==> src/rtl/ai_link_pkg.sv <==
// Shared definitions for the UART <-> AI command bridge: state encodings,
// default framing bytes, fixed phase lengths and a byte-wise XOR helper.
package ai_link_pkg;

    typedef logic [2:0] state_t;

    localparam state_t ST_IDLE      = 3'd0;
    localparam state_t ST_RECV      = 3'd1;
    localparam state_t ST_START     = 3'd2;
    localparam state_t ST_WAIT_AI   = 3'd3;
    localparam state_t ST_SEND      = 3'd4;
    localparam state_t ST_SEND_WAIT = 3'd5;
    localparam state_t ST_AIRST     = 3'd6;

    localparam logic [7:0] DEF_SYNC_BYTE = 8'hA5;
    localparam logic [7:0] DEF_RST_BYTE  = 8'h5A;

    // Length of the AI reset pulse and of the post-start transmitter guard
    localparam logic [2:0] AIRST_CYC    = 3'd4;
    localparam logic [2:0] TX_GUARD_CYC = 3'd2;

    // XOR of the lowest n bytes of a word (n up to 16)
    function automatic logic [7:0] xor_bytes(input logic [127:0] w, input int n);
        logic [7:0] acc;
        acc = 8'h00;
        for (int i = 0; i < 16; i++) begin
            if (i < n) acc = acc ^ w[8*i +: 8];
        end
        return acc;
    endfunction

endpackage

==> src/rtl/ai_uart_bridge_if.sv <==
// Bundle of the byte-link and AI-core signals seen by the bridge.
// master: the bridge itself; slave: the UART/AI environment around it.
interface ai_uart_bridge_if #(
    parameter int RX_BYTES = 8,
    parameter int TX_BYTES = 8
);
    logic [7:0]            iRXD_DATA;
    logic                  iRXD_Ready;
    logic [7:0]            oTXD_DATA;
    logic                  oTXD_Start;
    logic                  iTXD_Done;
    logic [8*RX_BYTES-1:0] oAI_DATA;
    logic                  oAI_Start;
    logic [8*TX_BYTES-1:0] iAI_DATA;
    logic                  iAI_Done;
    logic                  oAI_RSTn;
    logic                  oBUSY;
    logic                  oERR;

    modport master (
        input  iRXD_DATA, iRXD_Ready, iTXD_Done, iAI_DATA, iAI_Done,
        output oTXD_DATA, oTXD_Start, oAI_DATA, oAI_Start, oAI_RSTn, oBUSY, oERR
    );

    modport slave (
        output iRXD_DATA, iRXD_Ready, iTXD_Done, iAI_DATA, iAI_Done,
        input  oTXD_DATA, oTXD_Start, oAI_DATA, oAI_Start, oAI_RSTn, oBUSY, oERR
    );
endinterface

==> src/rtl/ai_link_timeout.sv <==
// Saturating cycle counter with synchronous clear; expired is high while
// the count sits at LIMIT. Used for both the inter-byte timeout and the
// AI watchdog.
module ai_link_timeout #(
    parameter int LIMIT = 100
) (
    input  logic clk,
    input  logic rst_n,
    input  logic clr,
    input  logic en,
    output logic expired
);
    localparam int W = $clog2(LIMIT + 1);
    localparam logic [W-1:0] LIM = W'(LIMIT);

    logic [W-1:0] cnt_q, cnt_d;

    // Next count: clear wins, otherwise count up and stick at LIMIT
    always_comb begin
        cnt_d = cnt_q;
        if (clr)
            cnt_d = '0;
        else if (en && (cnt_q != LIM))
            cnt_d = cnt_q + 1'b1;
    end

    // Count register with synchronous active-low reset
    always_ff @(posedge clk) begin
        if (!rst_n)
            cnt_q <= '0;
        else
            cnt_q <= cnt_d;
    end

    assign expired = (cnt_q == LIM);

endmodule

==> src/rtl/ai_uart_bridge.sv <==
// Command bridge between the RS232 byte link and the AI core: collects a
// sync-framed command, starts the AI, waits with a watchdog, and streams
// the result back MSB byte first. Build option AI_UART_BRIDGE_CKSUM_EN adds
// a trailing XOR byte to both the command frame and the reply.
module ai_uart_bridge
    import ai_link_pkg::*;
#(
    parameter int         RX_BYTES    = 8,
    parameter int         TX_BYTES    = 8,
    parameter logic [7:0] SYNC_BYTE   = DEF_SYNC_BYTE,
    parameter logic [7:0] RST_BYTE    = DEF_RST_BYTE,
    parameter int         BYTE_TO_CYC = 2700000,
    parameter int         AI_TO_CYC   = 270000000
) (
    input logic              iCLK,
    input logic              iRST_n,
    ai_uart_bridge_if.master bus
);
    localparam int AI_W = 8 * RX_BYTES;
    localparam int TX_W = 8 * TX_BYTES;
`ifdef AI_UART_BRIDGE_CKSUM_EN
    localparam int CK = 1;
    localparam logic [4:0] RX_CK_IDX = 5'(RX_BYTES);
    localparam logic [4:0] TX_CK_IDX = 5'(TX_BYTES);
`else
    localparam int CK = 0;
    localparam logic [4:0] RX_LAST = 5'(RX_BYTES - 1);
`endif
    localparam logic [4:0] TX_LAST = 5'(TX_BYTES - 1 + CK);

    state_t          state_q, state_d;
    logic [4:0]      cnt_q, cnt_d;
    logic [2:0]      ph_q, ph_d;
    logic [AI_W-1:0] ai_data_q, ai_data_d;
    logic [TX_W-1:0] tx_sr_q, tx_sr_d;
    logic            err_q, err_d;
    logic            byte_exp, ai_exp;
    logic            rx;
`ifdef AI_UART_BRIDGE_CKSUM_EN
    logic [7:0]      rx_ck_q, rx_ck_d;
    logic [7:0]      tx_ck_q, tx_ck_d;
`endif

    assign rx = bus.iRXD_Ready;

    ai_link_timeout #(.LIMIT(BYTE_TO_CYC)) u_byte_to (
        .clk     (iCLK),
        .rst_n   (iRST_n),
        .clr     ((state_q != ST_RECV) || rx),
        .en      (state_q == ST_RECV),
        .expired (byte_exp)
    );

    ai_link_timeout #(.LIMIT(AI_TO_CYC)) u_ai_wdog (
        .clk     (iCLK),
        .rst_n   (iRST_n),
        .clr     (state_q != ST_WAIT_AI),
        .en      (state_q == ST_WAIT_AI),
        .expired (ai_exp)
    );

    // Frame/move sequencer: next state, counters, shift registers, error pulse
    always_comb begin
        state_d   = state_q;
        cnt_d     = cnt_q;
        ph_d      = ph_q;
        ai_data_d = ai_data_q;
        tx_sr_d   = tx_sr_q;
        err_d     = 1'b0;
`ifdef AI_UART_BRIDGE_CKSUM_EN
        rx_ck_d   = rx_ck_q;
        tx_ck_d   = tx_ck_q;
`endif
        case (state_q)
            ST_IDLE: begin
                if (rx) begin
                    if (bus.iRXD_DATA == SYNC_BYTE) begin
                        state_d = ST_RECV;
                        cnt_d   = 5'd0;
`ifdef AI_UART_BRIDGE_CKSUM_EN
                        rx_ck_d = 8'h00;
`endif
                    end else if (bus.iRXD_DATA == RST_BYTE) begin
                        state_d = ST_AIRST;
                        ph_d    = 3'd0;
                    end
                end
            end
            ST_RECV: begin
                if (rx) begin
                    cnt_d = cnt_q + 5'd1;
`ifdef AI_UART_BRIDGE_CKSUM_EN
                    if (cnt_q == RX_CK_IDX) begin
                        if (bus.iRXD_DATA == rx_ck_q) begin
                            state_d = ST_START;
                        end else begin
                            err_d   = 1'b1;
                            state_d = ST_IDLE;
                        end
                    end else begin
                        ai_data_d = AI_W'({ai_data_q, bus.iRXD_DATA});
                        rx_ck_d   = rx_ck_q ^ bus.iRXD_DATA;
                    end
`else
                    ai_data_d = AI_W'({ai_data_q, bus.iRXD_DATA});
                    if (cnt_q == RX_LAST)
                        state_d = ST_START;
`endif
                end else if (byte_exp) begin
                    // Partial command stays visible on oAI_DATA
                    err_d   = 1'b1;
                    state_d = ST_IDLE;
                end
            end
            ST_START: begin
                state_d = ST_WAIT_AI;
                ph_d    = 3'd0;
            end
            ST_WAIT_AI: begin
                // First cycle skipped: done may still be high from the last move
                if (ph_q == 3'd0) begin
                    ph_d = 3'd1;
                end else if (bus.iAI_Done) begin
                    tx_sr_d = bus.iAI_DATA;
`ifdef AI_UART_BRIDGE_CKSUM_EN
                    tx_ck_d = xor_bytes(128'(bus.iAI_DATA), TX_BYTES);
`endif
                    cnt_d   = 5'd0;
                    state_d = ST_SEND;
                end else if (ai_exp) begin
                    err_d   = 1'b1;
                    state_d = ST_AIRST;
                    ph_d    = 3'd0;
                end
            end
            ST_SEND: begin
                state_d = ST_SEND_WAIT;
                ph_d    = 3'd0;
            end
            ST_SEND_WAIT: begin
                // Guard lets the transmitter drop its done level after the start
                if (ph_q < TX_GUARD_CYC) begin
                    ph_d = ph_q + 3'd1;
                end else if (bus.iTXD_Done) begin
                    tx_sr_d = TX_W'({tx_sr_q, 8'h00});
                    cnt_d   = cnt_q + 5'd1;
                    state_d = (cnt_q == TX_LAST) ? ST_IDLE : ST_SEND;
                end
            end
            ST_AIRST: begin
                if (ph_q == AIRST_CYC - 3'd1)
                    state_d = ST_IDLE;
                else
                    ph_d = ph_q + 3'd1;
            end
            default: state_d = ST_IDLE;
        endcase

        // Bytes arriving while a move is in flight are dropped as overruns
        if (rx && (state_q inside {ST_START, ST_WAIT_AI, ST_SEND, ST_SEND_WAIT, ST_AIRST}))
            err_d = 1'b1;
    end

    // State and datapath registers, all cleared by synchronous reset
    always_ff @(posedge iCLK) begin
        if (!iRST_n) begin
            state_q   <= ST_IDLE;
            cnt_q     <= 5'd0;
            ph_q      <= 3'd0;
            ai_data_q <= '0;
            tx_sr_q   <= '0;
            err_q     <= 1'b0;
`ifdef AI_UART_BRIDGE_CKSUM_EN
            rx_ck_q   <= 8'h00;
            tx_ck_q   <= 8'h00;
`endif
        end else begin
            state_q   <= state_d;
            cnt_q     <= cnt_d;
            ph_q      <= ph_d;
            ai_data_q <= ai_data_d;
            tx_sr_q   <= tx_sr_d;
            err_q     <= err_d;
`ifdef AI_UART_BRIDGE_CKSUM_EN
            rx_ck_q   <= rx_ck_d;
            tx_ck_q   <= tx_ck_d;
`endif
        end
    end

    assign bus.oAI_DATA   = ai_data_q;
    assign bus.oAI_Start  = (state_q == ST_START);
    assign bus.oTXD_Start = (state_q == ST_SEND);
    assign bus.oAI_RSTn   = (state_q != ST_AIRST);
    assign bus.oBUSY      = (state_q != ST_IDLE);
    assign bus.oERR       = err_q;
`ifdef AI_UART_BRIDGE_CKSUM_EN
    assign bus.oTXD_DATA  = (cnt_q == TX_CK_IDX) ? tx_ck_q : tx_sr_q[TX_W-1 -: 8];
`else
    assign bus.oTXD_DATA  = tx_sr_q[TX_W-1 -: 8];
`endif

endmodule

==> src/flat_wrapper.sv <==
// flat-port wrapper written by rule: the top's interface ports become plain ports
module ai_uart_bridge_flat import ai_link_pkg::*;
#(
    parameter int         RX_BYTES    = 8,
    parameter int         TX_BYTES    = 8,
    parameter logic [7:0] SYNC_BYTE   = DEF_SYNC_BYTE,
    parameter logic [7:0] RST_BYTE    = DEF_RST_BYTE,
    parameter int         BYTE_TO_CYC = 2700000,
    parameter int         AI_TO_CYC   = 270000000
)
  (iCLK, iRST_n, bus_iRXD_DATA, bus_iRXD_Ready, bus_iTXD_Done, bus_iAI_DATA, bus_iAI_Done, bus_oTXD_DATA, bus_oTXD_Start, bus_oAI_DATA, bus_oAI_Start, bus_oAI_RSTn, bus_oBUSY, bus_oERR);
  ai_uart_bridge_if #(.RX_BYTES(RX_BYTES), .TX_BYTES(TX_BYTES)) bus_i ();
  input logic iCLK;
  input logic iRST_n;
  input wire logic [$bits(bus_i.iRXD_DATA)-1:0] bus_iRXD_DATA;
  input wire logic [$bits(bus_i.iRXD_Ready)-1:0] bus_iRXD_Ready;
  input wire logic [$bits(bus_i.iTXD_Done)-1:0] bus_iTXD_Done;
  input wire logic [$bits(bus_i.iAI_DATA)-1:0] bus_iAI_DATA;
  input wire logic [$bits(bus_i.iAI_Done)-1:0] bus_iAI_Done;
  output wire logic [$bits(bus_i.oTXD_DATA)-1:0] bus_oTXD_DATA;
  output wire logic [$bits(bus_i.oTXD_Start)-1:0] bus_oTXD_Start;
  output wire logic [$bits(bus_i.oAI_DATA)-1:0] bus_oAI_DATA;
  output wire logic [$bits(bus_i.oAI_Start)-1:0] bus_oAI_Start;
  output wire logic [$bits(bus_i.oAI_RSTn)-1:0] bus_oAI_RSTn;
  output wire logic [$bits(bus_i.oBUSY)-1:0] bus_oBUSY;
  output wire logic [$bits(bus_i.oERR)-1:0] bus_oERR;
  assign bus_i.iRXD_DATA = bus_iRXD_DATA;
  assign bus_i.iRXD_Ready = bus_iRXD_Ready;
  assign bus_i.iTXD_Done = bus_iTXD_Done;
  assign bus_i.iAI_DATA = bus_iAI_DATA;
  assign bus_i.iAI_Done = bus_iAI_Done;
  assign bus_oTXD_DATA = bus_i.oTXD_DATA;
  assign bus_oTXD_Start = bus_i.oTXD_Start;
  assign bus_oAI_DATA = bus_i.oAI_DATA;
  assign bus_oAI_Start = bus_i.oAI_Start;
  assign bus_oAI_RSTn = bus_i.oAI_RSTn;
  assign bus_oBUSY = bus_i.oBUSY;
  assign bus_oERR = bus_i.oERR;
  ai_uart_bridge #(.RX_BYTES(RX_BYTES), .TX_BYTES(TX_BYTES), .SYNC_BYTE(SYNC_BYTE), .RST_BYTE(RST_BYTE), .BYTE_TO_CYC(BYTE_TO_CYC), .AI_TO_CYC(AI_TO_CYC)) u_core (.iCLK(iCLK), .iRST_n(iRST_n), .bus(bus_i));
endmodule
==> config.mk <==
export PLATFORM = sky130hd
export DESIGN_NAME = ai_uart_bridge_flat
export DESIGN_NICKNAME = d
export VERILOG_FILES = /design/src/rtl/ai_link_pkg.sv /design/src/rtl/ai_uart_bridge_if.sv /design/src/rtl/ai_link_timeout.sv /design/src/rtl/ai_uart_bridge.sv /design/src/flat_wrapper.sv
export SDC_FILE = /design/constraint.sdc
export NUM_CORES = 1
export LEC_CHECK = 0
export BUFFER_PORTS_ARGS = -buffer_cell sky130_fd_sc_hd__buf_2
export CAP_MARGIN = 20
export CORE_MARGIN = 2
export CORE_UTILIZATION = 56
export DETAILED_ROUTE_END_ITERATION = 12
export PLACE_DENSITY = 0.8
export SYNTH_ARGS = -nofsm -noshare
export SYNTH_HDL_FRONTEND = slang
export SYNTH_SLANG_ARGS = --single-unit
export TNS_END_PERCENT = 5
==> constraint.sdc <==
create_clock -name iCLK -period 2.7 [get_ports iCLK]
set_clock_uncertainty 0.1 [all_clocks]
set_input_delay 0.54 -clock iCLK [delete_from_list [all_inputs] [get_ports iCLK]]
set_output_delay 0.54 -clock iCLK [all_outputs]
set_load 0.03 [all_outputs]
* Yosys cells after proc, flatten, opt, wreduce, memory -nomap -nowiden
Cells that the tools add are included.
** Storage, ports and cells
- Register bits :: 191
- Output and inout bits :: 77
- Word-level logic and storage cells :: 111
** Operators by class
- Add/sub/neg operators :: 4
- $lt $le $gt $ge :: 1
- Equality and inequality tests :: 35
- Multiplexer cells :: 43
- Bitwise operators :: 1
- Reduce and logical (&&, ||, !) cells :: 19
** Operators with widths (count)
- 64-bit two-way mux :: 4
- 64-bit case mux with 2 select lines :: 1
- 3-bit two-way mux :: 21
- 5-bit two-way mux :: 7
- 29-bit by 1-bit adder with 29-bit output, second input constant :: 1
- 29-bit == test, second input constant :: 1
- 29-bit inequality test, second input constant :: 1
- 22-bit by 1-bit adder with 22-bit output, second input constant :: 1
- 22-bit == test, second input constant :: 1
- 22-bit inequality test, second input constant :: 1
- 3-bit case mux with 7 select lines :: 1
- 5-bit case mux with 4 select lines :: 1
- 2-bit inequality test, second input constant :: 8
- 8-bit AND reduction :: 2
- 3-bit by 2-bit inequality test with 1-bit output, second input constant :: 5
- 3-bit case mux with 5 select lines :: 1
- 5-bit nonzero test :: 2
- 3-bit by 2-bit == test with 1-bit output, second input constant :: 3
- 3-bit == test, second input constant :: 3
- 3-bit by 1-bit inequality test with 1-bit output, second input constant :: 3
- 9-bit AND reduction :: 1
- 8-bit by 7-bit == test with 1-bit output, second input constant :: 1
- 8-bit == test, second input constant :: 1
- 2-bit by 1-bit inequality test with 1-bit output, second input constant :: 4
- 18 further kinds :: 28

* Depth between registers and ports, before layout
- Word-level depth :: 6
- Depth in mapped cells :: 10
- Gate-level depth less buffers :: 8

* Modules after synthesis
Synthesis repeated with hierarchy kept, for this count alone.
** Second synthesis, totals
- Cell total of the unflattened synthesis :: 1014
- Area total of the unflattened synthesis :: 8648.3 um^2
** Modules (own cells, without submodules)
- ai_uart_bridge :: times used 1, cells each 695, area each 6014.5 um^2, seq. area each 2802.7 um^2
- ai_link_timeout (u_core.u_ai_wdog) :: times used 1, cells each 188, area each 1522.7 um^2, seq. area each 580.6 um^2
- ai_link_timeout (u_core.u_byte_to) :: times used 1, cells each 131, area each 1111.1 um^2, seq. area each 440.4 um^2

* Least setup slack after synthesis
No wires, ideal clock.
- Kind :: reg2out
- Start :: register u_core.state_q[2]
- End :: output port bus_oTXD_Start
- Data arrival time :: 1.598 ns
- Required time :: 2.060 ns
- Path slack :: 0.462 ns
- Stages on the path, launching flop included :: 7
- Buffers on the path :: 4
- Path through :: dfxtp_1 > buf_2 > nor2b_1 > buf_2 > clkbuf_1 > buf_1 > and2_1
** On the way
- Longest elaborated chain between the ends :: 1
** Ends and longest elaborated chain
- from (decl) :: line ai_uart_bridge.sv:31 : state_t state_q, state_d;
- from (signal assigned) :: line ai_uart_bridge.sv:178 : state_q <= state_d;
- 3-bit == test :: line ai_uart_bridge.sv:193 : assign bus.oTXD_Start = (state_q == ST_SEND);
- to (decl) :: line flat_wrapper.sv:21 : output wire logic [$bits(bus_i.oTXD_Start)-1:0] bus_oTXD_Start;
No other way between the ends.

* Worst setup path after layout
- Start :: register u_core.state_q[1]
- End :: output port bus_oTXD_Start
The elaborated chain is that of the path after synthesis.

==> results.ini <==
[drt]
via_per_inst=5.73
final_antenna_net_count=0
wl_per_cell_um=14.9
drc_errors=0
dr.pass1.iters=5
routed_wl_mm=20.5
routed-via-count=7890
drt-initial-drc-count=606

[power]
ir_drop_v=0.000534
netSwitchingPower_uw=1840
finalPower_uw=6620
p_clk_frac=0.410
switching_share=0.278
seq_power_share=0.445
p_comb_frac=0.146
power.density_nw_per_um2=654
p_leak_uw=0.00377
power.internal_uw=4780

[sta]
min_period_over_period=0.949
fin_crit_ns=2.56
slew-limit-headroom=0.526
rsz0062_at_grt=no
hold_viol=0
worst_slack_ns=0.138
holdWs_ns=0.248
setup_violations=0
maxSlewViolCount=0
max_freq_mhz=390
setup_tns_ns=0
worst-slew-pin-transition_ns=0.710

[setup_path]
cp_top_family=buffers and inverters
path_max_fanout=58
worstSetupPathType=flip-flop to output port
crit_path_max_incr_delay_ns=0.38
reg2reg_from=u_core.u_byte_to.cnt_q[10]
startpoint_type=flip-flop
crit_path_cell_trace=buf_4 -> nor2b_4 -> buf_6 -> and2_1 -> buf_2
crit_required_ns=2.06
rrSetupSlack_ns=0.36
cp-end-kind=output port
critPathSlowestCell=buf_6
rr_worst_depth=6
reg2reg_to=u_core.state_q[1]
worstPathArrival_ns=1.92
cp_num_buf_inv=3

[logic_synthesis]
synthArstFlopShare=0
yosysMostFrequentCell=nand2_1
synth_cell_type_count=67
synth_area_per_cell_um2=8.06
muxShareOfSynthArea=0.00481
synth-xor-area-share=0.0449
synth-edff-count=0
synthTopCellsByArea=dfxtp_1 (45%), nand2_1 (10%), a311oi_1 (5.5%)
yosys.area_share.adder=0.0117
synth-seq-cells=191
synth-simple-area-share=0.289
syn_inst=1064
synth_compound_area_frac=0.150
synth_top_cell_by_area=dfxtp_1
synth_commonest_cells=nand2_1 (229), dfxtp_1 (191), nor2_1 (114)
netlist_area_um2=8580
yosys_warnings=0
synth_top_family_by_area=simple AND/OR/NAND/NOR gates
synth-main-ff-cell=dfxtp_1
ys_seq_area_frac=0.446
synth_fp_nets=1149
netlist.area_leader.share=0.446

[finish]
nFillCells=1249
final_area_um2=10100
area_growth_pct=18.0
nNetsFinal=1261
drive_gt1_frac=0.200

[global_route]
use_met1=0.331
grt_pass1_wl_mm=33.9
gr-usage-met3=0.0568
grt_util_met2=0.411
antenna_found_initial=2
busiest_layer=met2
grt-ovfl-total=0
grt_start_max_net_pins=111
grt_pass1_vias=7069
grt_util_all_layers=0.252

[clock_tree]
clk_pin_slew_ns=0.07
cts_inserted_buffers=17
cts_buffer_depth=2
clk_latency_ns=0.44
htree_levels=4
cts.root.buffer_cell=clkbuf_16
cts_num_sinks=191
post_cts_buffers=0
cts_tree=built

[hold_path]
hp-class=input pin to flip-flop
min_path_cells=3
worstHoldStart=bus_iAI_DATA[3]
min_to=u_core.tx_sr_q[3]

[die]
die_w_um=128
top_level_ports=154
start_util=0.569
rows=45
dieArea_um2=16300
core-area_um2=15100
fp.dieH_um=128

[placed_design]
gp_congestion=0.836
hpwl_mm=13.6
postPlaceCellArea_um2=9490
portBuffers=153
post-place-ws_ns=0.307

[outcome]
outcome=finished clean

[run]
max-cap-violations=0

[metrics by stage]
step	utilization	cells
after floorplan	-	1064
after global placement	0.629	1345
after global routing	0.671	1377
after detailed placement	0.629	1345
final	0.671	1378
after CTS	0.671	1377
[sequential cells by signal, indices dropped and copies added, names as in the netlist]
signal,cells
u_core.bus.oAI_DATA,64
u_core.tx_sr_q,64
u_core.u_ai_wdog.cnt_q,29
u_core.u_byte_to.cnt_q,22
u_core.cnt_q,5
u_core.ph_q,3
u_core.state_q,3
u_core.bus.oERR,1
[cell families after synthesis]
group                    after synthesis
XOR/XNOR                              44
multiplexers                           4
buffers and inverters                103
flip-flops                           191
AND/OR/NAND/NOR                      536
AO/OA/AOI/OAI                        178
adder cells (fa/ha/maj)                8
[cell type report]
type	count	area [um^2]	area share
diodes	1	2.50	0.000247
clock buffers	18	429	0.0424
clock inverters	14	201	0.0199
inverters	14	53.8	0.00531
multi-input cells	770	4320	0.426
flip-flops and latches	191	3820	0.378
well taps	188	235	0.0232
repair buffers	182	1060	0.105
[layout by cell type, fill, tap and decap left out, types with 18 or more instances in the layout]
cell type    n
a311oi_1    54
a21oi_1     62
nor3_1      20
nor2_1     114
xor2_1      18
buf_4       22
xnor2_1     26
buf_2      153
nand3_1     90
dfxtp_1    190
a21boi_0    21
nand2_1    228
[how the worst max path moves through the flow]
stage | start | to | depth (start not counted)
6_report | u_core.state_q[1] | bus_oTXD_Start | 5
5_1_grt | u_core.state_q[1] | bus_oTXD_Start | 5
4_1_cts | u_core.state_q[1] | bus_oTXD_Start | 5
3_5_place_dp | bus_iRXD_DATA[4] | u_core.state_q[1] | 8
3_3_place_gp | bus_iRXD_DATA[4] | u_core.state_q[1] | 8
2_1_floorplan | u_core.state_q[2] | bus_oTXD_Start | 6
[timing repair]
action	CTS	global route
setup endpoints to repair	0	1
hold buffers	0	0
resized for setup	0	1
[layer usage]
layer	vias up	wire length (um)
li1	3920	-
met1	3692	9020
met2	245	9850
met3	31	1290
met4	2	322
met5	-	7
[power by group through the flow]
stage / clock network [uW] / logic [uW] / registers (uW)
floorplan: 0 / 683 / 3000
global placement: 0 / 936 / 3000
detailed placement: 0 / 946 / 3010
CTS: 2750 / 954 / 2940
global route: 2870 / 1060 / 2950
finish: 2710 / 965 / 2940
[worst reg2reg max path, stage by stage, from the launching register on]
cell and delay [ns]:
dfxtp_1 0.38, or3_1 0.41, or4_4 0.45, nor4_4 0.28, o221ai_2 0.20, a31oi_1 0.24
o221a_2 0.22
Note: power is estimated with default switching activity, not from simulation.
